--- config.mk ---
export PLATFORM = sky130hd
export DESIGN_NAME = wb_pwm_multi_flat
export DESIGN_NICKNAME = d
export VERILOG_FILES = /design/src/rtl/wb_pwm_multi_if.sv /design/src/rtl/wb_pwm_multi.sv /design/src/flat_wrapper.sv
export SDC_FILE = /design/constraint.sdc
export NUM_CORES = 1
export LEC_CHECK = 0
export ABC_AREA = 1
export CORE_UTILIZATION = 56
export CTS_BUF_LIST = sky130_fd_sc_hd__clkbuf_8
export DETAILED_ROUTE_END_ITERATION = 7
export PLACE_DENSITY = 0.88
export SYNTH_ARGS = -nofsm -noshare
export SYNTH_HDL_FRONTEND = slang
export SYNTH_SLANG_ARGS = --single-unit
--- constraint.sdc ---
create_clock -name i_wb_clk -period 3.05 [get_ports i_wb_clk]
set_clock_uncertainty 0.15 [all_clocks]
set_input_delay 0.305 -clock i_wb_clk [delete_from_list [all_inputs] [get_ports i_wb_clk]]
set_output_delay 0.305 -clock i_wb_clk [all_outputs]
set_load 0.03 [all_outputs]
--- src/rtl/wb_pwm_multi_if.sv ---
// Wishbone B4 pipelined bus bundle for wb_pwm_multi: master drives the request
// side, slave returns registered read data and acknowledge.
interface wb_pwm_multi_if;
  logic        i_wb_cyc;
  logic        i_wb_stb;
  logic        i_wb_we;
  logic [31:0] i_wb_addr;
  logic [31:0] i_wb_data;
  logic [31:0] o_wb_data;
  logic        o_wb_stall;
  logic        o_wb_ack;

  modport master (
    output i_wb_cyc, i_wb_stb, i_wb_we, i_wb_addr, i_wb_data,
    input  o_wb_data, o_wb_stall, o_wb_ack
  );

  modport slave (
    input  i_wb_cyc, i_wb_stb, i_wb_we, i_wb_addr, i_wb_data,
    output o_wb_data, o_wb_stall, o_wb_ack
  );
endinterface

--- src/rtl/wb_pwm_multi.sv ---
// Wishbone-controlled multi-channel PWM with shared prescaled period counter.
// Define WB_PWM_SYNC_UPDATE_EN to defer duty changes to period boundaries.
module wb_pwm_multi #(
  parameter int CHANNELS   = 3,
  parameter int WIDTH      = 8,
  parameter int PRESCALE_W = 16
) (
  input  logic                i_wb_clk,
  input  logic                i_wb_rst_n,
  wb_pwm_multi_if.slave       bus,
  output logic [CHANNELS-1:0] o_pwm
);

  localparam logic [WIDTH-1:0] CNT_MAX = '1;

  logic       req;
  logic       wr;
  logic [7:0] idx;
  logic       clr;
  logic       unused_ok;

  assign req       = bus.i_wb_cyc & bus.i_wb_stb;
  assign wr        = req & bus.i_wb_we;
  assign idx       = bus.i_wb_addr[7:0];
  assign clr       = wr && (idx == 8'd0) && bus.i_wb_data[2];
  assign unused_ok = ^{bus.i_wb_addr, bus.i_wb_data};

  logic                  en_q, inv_q;
  logic [PRESCALE_W-1:0] pre_q;
  logic [WIDTH-1:0]      duty_q [CHANNELS];
  logic [WIDTH-1:0]      act_duty [CHANNELS];

  logic [PRESCALE_W-1:0] pcnt_q, pcnt_d;
  logic [WIDTH-1:0]      cnt_q, cnt_d;
  logic                  tick;

  logic                  ack_q;
  logic [31:0]           rdata_q, rdata_d;
  logic [CHANNELS-1:0]   pwm_q, pwm_d;

  assign tick = (pcnt_q == pre_q);

  // Bus stage: register writes and the registered read/ack land on the same edge
  always_comb begin
    rdata_d = '0;
    if (req) begin
      if (idx == 8'd0) begin
        rdata_d[2:0] = {1'b0, inv_q, en_q};
      end else if (idx == 8'd1) begin
        rdata_d[PRESCALE_W-1:0] = pre_q;
      end else begin
        for (int n = 0; n < CHANNELS; n++) begin
          if (idx == 8'(n + 2)) rdata_d[WIDTH-1:0] = duty_q[n];
        end
      end
    end
  end

  always_ff @(posedge i_wb_clk or negedge i_wb_rst_n) begin
    if (!i_wb_rst_n) begin
      ack_q   <= 1'b0;
      rdata_q <= '0;
      en_q    <= 1'b0;
      inv_q   <= 1'b0;
      pre_q   <= '0;
      for (int n = 0; n < CHANNELS; n++) duty_q[n] <= '0;
    end else begin
      ack_q   <= req;
      rdata_q <= rdata_d;
      if (wr && idx == 8'd0) begin
        en_q  <= bus.i_wb_data[0];
        inv_q <= bus.i_wb_data[1];
      end
      if (wr && idx == 8'd1) pre_q <= bus.i_wb_data[PRESCALE_W-1:0];
      for (int n = 0; n < CHANNELS; n++) begin
        if (wr && idx == 8'(n + 2)) duty_q[n] <= bus.i_wb_data[WIDTH-1:0];
      end
    end
  end

  assign bus.o_wb_ack   = ack_q;
  assign bus.o_wb_data  = rdata_q;
  assign bus.o_wb_stall = 1'b0;

  // Counter stage: CLR overrides counting, disable holds both counters at zero
  always_comb begin
    pcnt_d = pcnt_q;
    cnt_d  = cnt_q;
    if (!en_q || clr) begin
      pcnt_d = '0;
      cnt_d  = '0;
    end else if (tick) begin
      pcnt_d = '0;
      cnt_d  = cnt_q + WIDTH'(1);
    end else begin
      pcnt_d = pcnt_q + PRESCALE_W'(1);
    end
  end

  always_ff @(posedge i_wb_clk or negedge i_wb_rst_n) begin
    if (!i_wb_rst_n) begin
      pcnt_q <= '0;
      cnt_q  <= '0;
    end else begin
      pcnt_q <= pcnt_d;
      cnt_q  <= cnt_d;
    end
  end

`ifdef WB_PWM_SYNC_UPDATE_EN
  // Shadow duty reloads only when the counter wraps, or freely while stopped
  logic [WIDTH-1:0] act_q [CHANNELS];
  logic             act_load;

  assign act_load = !en_q || (tick && (cnt_q == CNT_MAX));

  always_ff @(posedge i_wb_clk or negedge i_wb_rst_n) begin
    if (!i_wb_rst_n) begin
      for (int n = 0; n < CHANNELS; n++) act_q[n] <= '0;
    end else if (act_load) begin
      for (int n = 0; n < CHANNELS; n++) act_q[n] <= duty_q[n];
    end
  end

  always_comb begin
    for (int n = 0; n < CHANNELS; n++) act_duty[n] = act_q[n];
  end
`else
  logic unused_max;
  assign unused_max = ^CNT_MAX;

  always_comb begin
    for (int n = 0; n < CHANNELS; n++) act_duty[n] = duty_q[n];
  end
`endif

  // Output stage: one register between the compare and the pins
  always_comb begin
    pwm_d = '0;
    for (int n = 0; n < CHANNELS; n++) begin
      pwm_d[n] = (en_q && (act_duty[n] > cnt_q)) ^ inv_q;
    end
  end

  always_ff @(posedge i_wb_clk or negedge i_wb_rst_n) begin
    if (!i_wb_rst_n) pwm_q <= '0;
    else             pwm_q <= pwm_d;
  end

  assign o_pwm = pwm_q;

endmodule

--- src/flat_wrapper.sv ---
// flat-port wrapper written by rule: the top's interface ports become plain ports
module wb_pwm_multi_flat 
#(
  parameter int CHANNELS   = 3,
  parameter int WIDTH      = 8,
  parameter int PRESCALE_W = 16
)
  (i_wb_clk, i_wb_rst_n, o_pwm, bus_i_wb_cyc, bus_i_wb_stb, bus_i_wb_we, bus_i_wb_addr, bus_i_wb_data, bus_o_wb_data, bus_o_wb_stall, bus_o_wb_ack);
  wb_pwm_multi_if bus_i ();
  input  logic i_wb_clk;
  input  logic i_wb_rst_n;
  output logic [CHANNELS-1:0] o_pwm;
  input wire logic [$bits(bus_i.i_wb_cyc)-1:0] bus_i_wb_cyc;
  input wire logic [$bits(bus_i.i_wb_stb)-1:0] bus_i_wb_stb;
  input wire logic [$bits(bus_i.i_wb_we)-1:0] bus_i_wb_we;
  input wire logic [$bits(bus_i.i_wb_addr)-1:0] bus_i_wb_addr;
  input wire logic [$bits(bus_i.i_wb_data)-1:0] bus_i_wb_data;
  output wire logic [$bits(bus_i.o_wb_data)-1:0] bus_o_wb_data;
  output wire logic [$bits(bus_i.o_wb_stall)-1:0] bus_o_wb_stall;
  output wire logic [$bits(bus_i.o_wb_ack)-1:0] bus_o_wb_ack;
  assign bus_i.i_wb_cyc = bus_i_wb_cyc;
  assign bus_i.i_wb_stb = bus_i_wb_stb;
  assign bus_i.i_wb_we = bus_i_wb_we;
  assign bus_i.i_wb_addr = bus_i_wb_addr;
  assign bus_i.i_wb_data = bus_i_wb_data;
  assign bus_o_wb_data = bus_i.o_wb_data;
  assign bus_o_wb_stall = bus_i.o_wb_stall;
  assign bus_o_wb_ack = bus_i.o_wb_ack;
  wb_pwm_multi #(.CHANNELS(CHANNELS), .WIDTH(WIDTH), .PRESCALE_W(PRESCALE_W)) u_core (.i_wb_clk(i_wb_clk), .i_wb_rst_n(i_wb_rst_n), .bus(bus_i), .o_pwm(o_pwm));
endmodule
==> results of run 1 <==
## power by group through the flow
| stage | logic [mW] | clock network, mW | registers, mW |
|---|---|---|---|
| after floorplan | 0.105 | 0 | 1.18 |
| after global placement | 0.170 | 0 | 1.18 |
| after detailed placement | 0.176 | 0 | 1.18 |
| after CTS | 0.176 | 0.780 | 1.16 |
| after global routing | 0.196 | 0.835 | 1.16 |
| final | 0.176 | 0.776 | 1.16 |
## registers in the layout, summed over array words and instances (netlist names)
register and flops:
u_core.act_duty 24, u_core.bus.o_wb_ack 1, u_core.bus.o_wb_data 16, u_core.cnt_q 8, u_core.en_q 1, u_core.inv_q 1, u_core.o_pwm 3, u_core.pcnt_q 16
u_core.pre_q 16
## final timing paths
| kind | start | to | slack [ns] |
|---|---|---|---|
| worst max-delay path | bus_i_wb_cyc | u_core.act_duty[1] | 1.14 |
| worst min-delay path | i_wb_rst_n | u_core.bus.o_wb_data[8] | -0.007 |
| worst max register to register | u_core.pcnt_q[3] | u_core.pcnt_q[5] | 1.23 |
| worst min register to register | u_core.pcnt_q[0] | u_core.pcnt_q[0] | 0.36 |
| max in group asynchronous | i_wb_rst_n | u_core.act_duty[20] | 2.08 |
| min in group i_wb_clk | bus_i_wb_data[12] | u_core.pre_q[12] | 0.36 |
## Yosys cell counts (11+ instances only)
master,n,area share (%)
ha_1,26,6.5
inv_2,15,1.1
dfrtp_1,86,43
nand2_1,166,12
inv_1,67,5.0
nand3_1,33,3.3
nand4_1,12,1.5
nor2_1,59,4.4
o21ai_1,32,3.2
xor2_1,11,1.9
buf_4,17,2.5
o21ai_0,16,1.6
a21oi_1,34,3.4
## per-stage QoR
step           total power [mW]  hold slack, ns  setup slack, ns  cells  util [%]
2_1_floorplan              1.29          -0.141             1.55    660         -
3_3_place_gp               1.35           0.324            0.861    789      63.5
3_5_place_dp               1.36           0.352            0.797    789      63.5
4_1_cts                    2.11          0.0252             1.18    805      65.6
5_1_grt                    2.19          0.0946             1.03    805      65.6
6_report                   2.11        -0.00655             1.14    806      65.6
## worst max-delay path, stage by stage
cell,delay (ns)
clkdlybuf4s50_1,0.46
nand2_1,0.17
nor2_2,0.37
nand2_1,0.43
nand2_1,0.18
o21ai_1,0.08
## layer usage
| layer | global-route usage (%) | up-vias |
|---|---|---|
| li1 | - | 2112 |
| met1 | 36.5 | 2000 |
| met2 | 44.7 | 184 |
| met3 | 4.41 | 24 |
| met4 | 11.5 | 0 |
| met5 | 0 | - |
## logic make-up after synthesis
| family | after synthesis |
|---|---|
| flops | 86 |
| buf+inv | 112 |
| fa+ha+maj | 26 |
| xor+xnor | 12 |
| compound gates | 87 |
| simple gates | 320 |
| other cells | 1 |
## area by class of cell
class | instances | area share [%]
diodes | 1 | 0.0439
clock buffers | 9 | 2.17
clock inverters | 7 | 1.03
inverters | 84 | 5.54
multi-input cells | 462 | 42.5
flip-flops and latches | 86 | 37.8
well taps | 108 | 2.37
repair buffers | 49 | 8.52
==> impl_metrics.env, run 1 <==
export IMPL_grt_use_total_pct=27.5
export IMPL_yosysWarnings=0
export IMPL_finalCritPeriodShare_pct=62.6
export IMPL_vias=4320
export IMPL_synthCells=644
export IMPL_placementRows=34
export IMPL_seq_area_um2=2150
export IMPL_ys_ff_latch=86
export IMPL_synth_fa_ha_area_share_pct=6.48
export IMPL_cts_sinks=86
export IMPL_setup_viol=0
export IMPL_ys_flop_type="dfrtp_1"
export IMPL_wirelength_mm=11.9
export IMPL_grt_pass1_vias=4181
export IMPL_p_int_mw=1.57
export IMPL_pwr_share_clk_pct=36.8
export IMPL_p_comb_share_pct=8.3
export IMPL_critPathLaunchType="primary input"
export IMPL_highest_layer="met4"
export IMPL_clk_pin_slew_ns=0.08
export IMPL_grt_max_degree=87
export IMPL_synth_top_family_by_area="simple AND/OR/NAND/NOR gates"
export IMPL_synth_compound_area_share_pct=8.88
export IMPL_fp_dieArea_um2=9340
export IMPL_hold_violations=10
export IMPL_chipHeight_um=96.7
export IMPL_yosys_area_share_simple_pct=29.5
export IMPL_antenna_left=0
export IMPL_slew_violations=0
export IMPL_async_flop_share_pct=100
export IMPL_placed_area_um2=5510
export IMPL_violations="design-rule violations, negative hold slack"
export IMPL_setup_tns_ns=0
export IMPL_cts_hold_buf=0
export IMPL_postCtsSetupRepairBufs=0
export IMPL_hold_path_class="primary input to asynchronous set/reset pin"
export IMPL_rr_worst_depth=7
export IMPL_p_seq_share_pct=54.9
export IMPL_hpwl_mm=8.79
export IMPL_synthMuxAreaShare_pct=0
export IMPL_drv_cap=0
export IMPL_synthXorXnorAreaFrac_pct=2.09
export IMPL_critPathKind="primary input to flop"
export IMPL_end_kind="flop"
export IMPL_cts_buffer_depth=2
export IMPL_vias_per_cell=5.36
export IMPL_multiInputGateArea_um2=2420
export IMPL_cts_tree="done"
export IMPL_layout_drive_gt1_share_pct=9.47
export IMPL_initial_core_util_pct=57.8
export IMPL_met3WireLength_um=806
export IMPL_design_area_um2=5700
export IMPL_wl_met2_mm=5.69
export IMPL_final_common_cell="nand2_1"
export IMPL_ir_drop_mv=0.183
export IMPL_wl_per_cell_um=14.8
export IMPL_die_width_um=96.7
export IMPL_period_needed_ns=1.91
export IMPL_layout_common_cells="nand2_1, dfrtp_1, inv_1, nor2_1, clkdlybuf4s50_1"
export IMPL_fillers=726
export IMPL_switching_share_pct=25.4
export IMPL_p_sw_mw=0.537
export IMPL_grt_overflow=0
export IMPL_seq_area_frac_synth_pct=42.9
export IMPL_cts_resized=0
export IMPL_rsz0062_at_grt="false"
export IMPL_area_growth_pct=13.5
export IMPL_pin_count=106
export IMPL_core_um2=8680
export IMPL_power_density_nw_per_um2=371
export IMPL_p_leak_nw=2.81
export IMPL_drc_errors=2
export IMPL_synth_avg_cell_area_um2=7.79
export IMPL_yosysUniqueCellTypes=29
export IMPL_synth_edf_count=0
export IMPL_fin_nets=787
export IMPL_drt_met1_wl_mm=5.17
export IMPL_root_buffer="clkbuf_8"
export IMPL_cp_arrival_ns=2.00
export IMPL_grt_pass1_wl_mm=20.4
export IMPL_synth_area_um2=5020
export IMPL_drtIter0Drc=374
export IMPL_cp_required_ns=3.14
export IMPL_antenna_found_initial=1
export IMPL_timing_fmax_mhz=524
export IMPL_io_buffers=48
export IMPL_worstMarginPinSlew_ns=1.07
export IMPL_status="finished with violations"
export IMPL_relSlewSlack_pct=28.4
export IMPL_insertion_delay_ns=0.36
export IMPL_gp_congestion=0.897
export IMPL_cp_max_fo=16
export IMPL_first_pass_iters=7
export IMPL_htreeDepth=3
export IMPL_holdWs_ns=-0.00655
export IMPL_cts_buffers=9
No activity file was read; power rests on OpenSTA's default activity.
==> inputs of run 2 (changes only) <==
--- a/config.mk
+++ b/config.mk
@@ -6,10 +6,10 @@
 export NUM_CORES = 1
 export LEC_CHECK = 0
 export ABC_AREA = 1
-export CORE_UTILIZATION = 56
+export CORE_UTILIZATION = 48
 export CTS_BUF_LIST = sky130_fd_sc_hd__clkbuf_8
 export DETAILED_ROUTE_END_ITERATION = 7
-export PLACE_DENSITY = 0.88
+export PLACE_DENSITY = 0.8
 export SYNTH_ARGS = -nofsm -noshare
 export SYNTH_HDL_FRONTEND = slang
 export SYNTH_SLANG_ARGS = --single-unit
==> constraint.sdc (replaced) <==
create_clock -name i_wb_clk -period 1.6 [get_ports i_wb_clk]
set_clock_uncertainty 0.15 [all_clocks]
set_input_delay 0.16 -clock i_wb_clk [delete_from_list [all_inputs] [get_ports i_wb_clk]]
set_output_delay 0.16 -clock i_wb_clk [all_outputs]
set_load 0.03 [all_outputs]
==> run 2 against run 1 <==
- the flow finishes with violations (negative setup slack)
- cell count rose by 11%
- critical path depth rose by 3
- combinational power rose by 120%
- via count rose by 8.1%
- setup slack got worse by 1.2 ns
- cell area rose by 16%
- flip-flop and latch count did not move
- highest routed layer unchanged
==> impl_metrics.env, run 2 (synthesis results as in run 1) <==
export IMPL_status="finished with violations"
export IMPL_violations="negative setup slack"
export IMPL_cpMostUsedCell="nand2_1"
export IMPL_drtIter0Drc=304
export IMPL_io_buffers=48
export IMPL_ir_drop_mv=0.521
export IMPL_clk_pin_slew_ns=0.09
export IMPL_slew_violations=0
export IMPL_period_needed_ns=1.61
export IMPL_holdWs_ns=0.206
export IMPL_core_um2=9950
export IMPL_grt_pass1_vias=4272
export IMPL_layout_drive_gt1_share_pct=25.3
export IMPL_grt_overflow=0
export IMPL_final_common_cell="nand2_1"
export IMPL_cts_sinks=86
export IMPL_wirelength_mm=13.4
export IMPL_hold_path_class="primary input to asynchronous set/reset pin"
export IMPL_drc_errors=0
export IMPL_htreeDepth=3
export IMPL_vias_per_cell=5.22
export IMPL_grt_use_total_pct=24.2
export IMPL_critPathKind="flop to flop"
export IMPL_end_kind="flop"
export IMPL_die_width_um=104
export IMPL_fin_nets=852
export IMPL_cts_buffers=9
export IMPL_hpwl_mm=9.39
export IMPL_p_leak_nw=3.26
export IMPL_initial_core_util_pct=50.4
export IMPL_path_cells="inv_4 -> ha_4 -> nand2_1 -> nor2_2 -> nand2_1 -> nand2_2 -> nand2_1 -> nand2_1 -> nand2_1"
export IMPL_insertion_delay_ns=0.36
export IMPL_largest_reg_flops=24
export IMPL_rr_worst_depth=9
export IMPL_hold_violations=0
export IMPL_chipHeight_um=104
export IMPL_grt_max_degree=87
export IMPL_cp_required_ns=1.71
export IMPL_cp_max_fo=4
export IMPL_rsz0062_at_grt="true"
export IMPL_cp_arrival_ns=1.72
export IMPL_placementRows=36
export IMPL_antenna_cells=0
export IMPL_antenna_found_initial=0
export IMPL_timing_fmax_mhz=621
export IMPL_critPathLaunchType="flop"
export IMPL_area_growth_pct=31.5
export IMPL_cts_tree="done"
export IMPL_fin_ws_ns=-0.0102
export IMPL_setup_viol=1
export IMPL_fp_dieArea_um2=10900
export IMPL_finalCritPeriodShare_pct=101
export IMPL_layout_common_cells="nand2_1, dfrtp_1, inv_1, buf_4, nor2_1"
export IMPL_place_ws_ns=-0.305
export IMPL_gp_congestion=0.916
export IMPL_root_buffer="clkbuf_8"
export IMPL_cts_buffer_depth=2
export IMPL_vias=4671
export IMPL_antenna_left=0
export IMPL_reg2reg_from="u_core.cnt_q[7]"
export IMPL_first_pass_iters=6
export IMPL_pin_count=106
export IMPL_power_density_nw_per_um2=632
export IMPL_drv_cap=0
export IMPL_timing_rr_end="u_core.o_pwm[2]"
export IMPL_wl_per_cell_um=15.0
export IMPL_r2r_slack_ns=-0.01
export IMPL_slowest_stage="dfrtp_1"
export IMPL_max_stage_delay_ns=0.40
export IMPL_grt_pass1_wl_mm=20.7
==> run 2: cell types whose count changed in the layout (fill, tap and decap cells not counted), moves of 14 or more <==
cell             change
buf_4               +58
ha_1                -14
ha_4                +14
clkdlybuf4s50_1     -20
dlygate4sd2_1       +20
==> run 2: worst max-delay path, delay by kind of cell, from the launching register on <==
kind / cells / cell delay (ns)
flip-flops: 1 / 0.40
adder cells (fa/ha/maj): 1 / 0.28
AND/OR/NAND/NOR: 7 / 0.58
buffers and inverters: 1 / 0.09
==> run 2: layout make-up <==
cell class	instances	area, um^2
timing repair buffer	114	1020
clock inverter	5	50.0
multi-input combinational	462	2730
clock buffer	11	151
inverter	84	320
fill	779	3350
tap	133	166
sequential	86	2170
==> run 2: metal layers <==
layer  up-vias  part of all wire, %  GRT usage (%)
met5         -                    0              0
met4         0                  2.6           10.6
met3        28                  6.5           1.94
met2       224                   47           37.5
met1      2176                   44           34.7
li1       2243                    -              -
==> run 2: what timing repair did <==
item	in CTS	in global routing
pin swaps	0	12
endpoints found under the setup margin	33	27
hold buffers	1	0
resized for setup	25	72
buffers inserted	2	11
hold endpoints to repair	86	0
==> run 2: how the worst max path moves through the flow <==
stage / startpoint / endpoint / slack, ns
3_3_place_gp: bus_i_wb_addr[1] / u_core.pcnt_q[1] / -0.25
5_1_grt: u_core.cnt_q[1] / u_core.o_pwm[1] / -0.08
3_5_place_dp: bus_i_wb_addr[3] / u_core.pcnt_q[2] / -0.30
6_report: u_core.cnt_q[7] / u_core.o_pwm[2] / -0.01
4_1_cts: u_core.pcnt_q[0] / u_core.pcnt_q[14] / -0.03
2_1_floorplan: u_core.pcnt_q[8] / u_core.cnt_q[0] / 0.10
==> run 2: power breakdown <==
part           total, mW  switching (mW)  internal (mW)
Sequential          2.21          0.0213           2.19
Combinational      0.386           0.240          0.147
Clock               1.57           0.779          0.794
Total               4.17            1.04           3.13
==> run 2: stage by stage <==
stage,utilization [%],std cells,TNS (ns),power (mW),instance area [um^2]
2_1_floorplan,-,660,0,2.45,5080
3_3_place_gp,60.1,865,-14.43,2.61,5990
3_5_place_dp,60.1,865,-17.03,2.62,5990
4_1_cts,62.3,884,-0.0302,4.16,6200
5_1_grt,66.3,895,-1.46,4.31,6600
6_report,66.3,895,-0.0102,4.17,6600
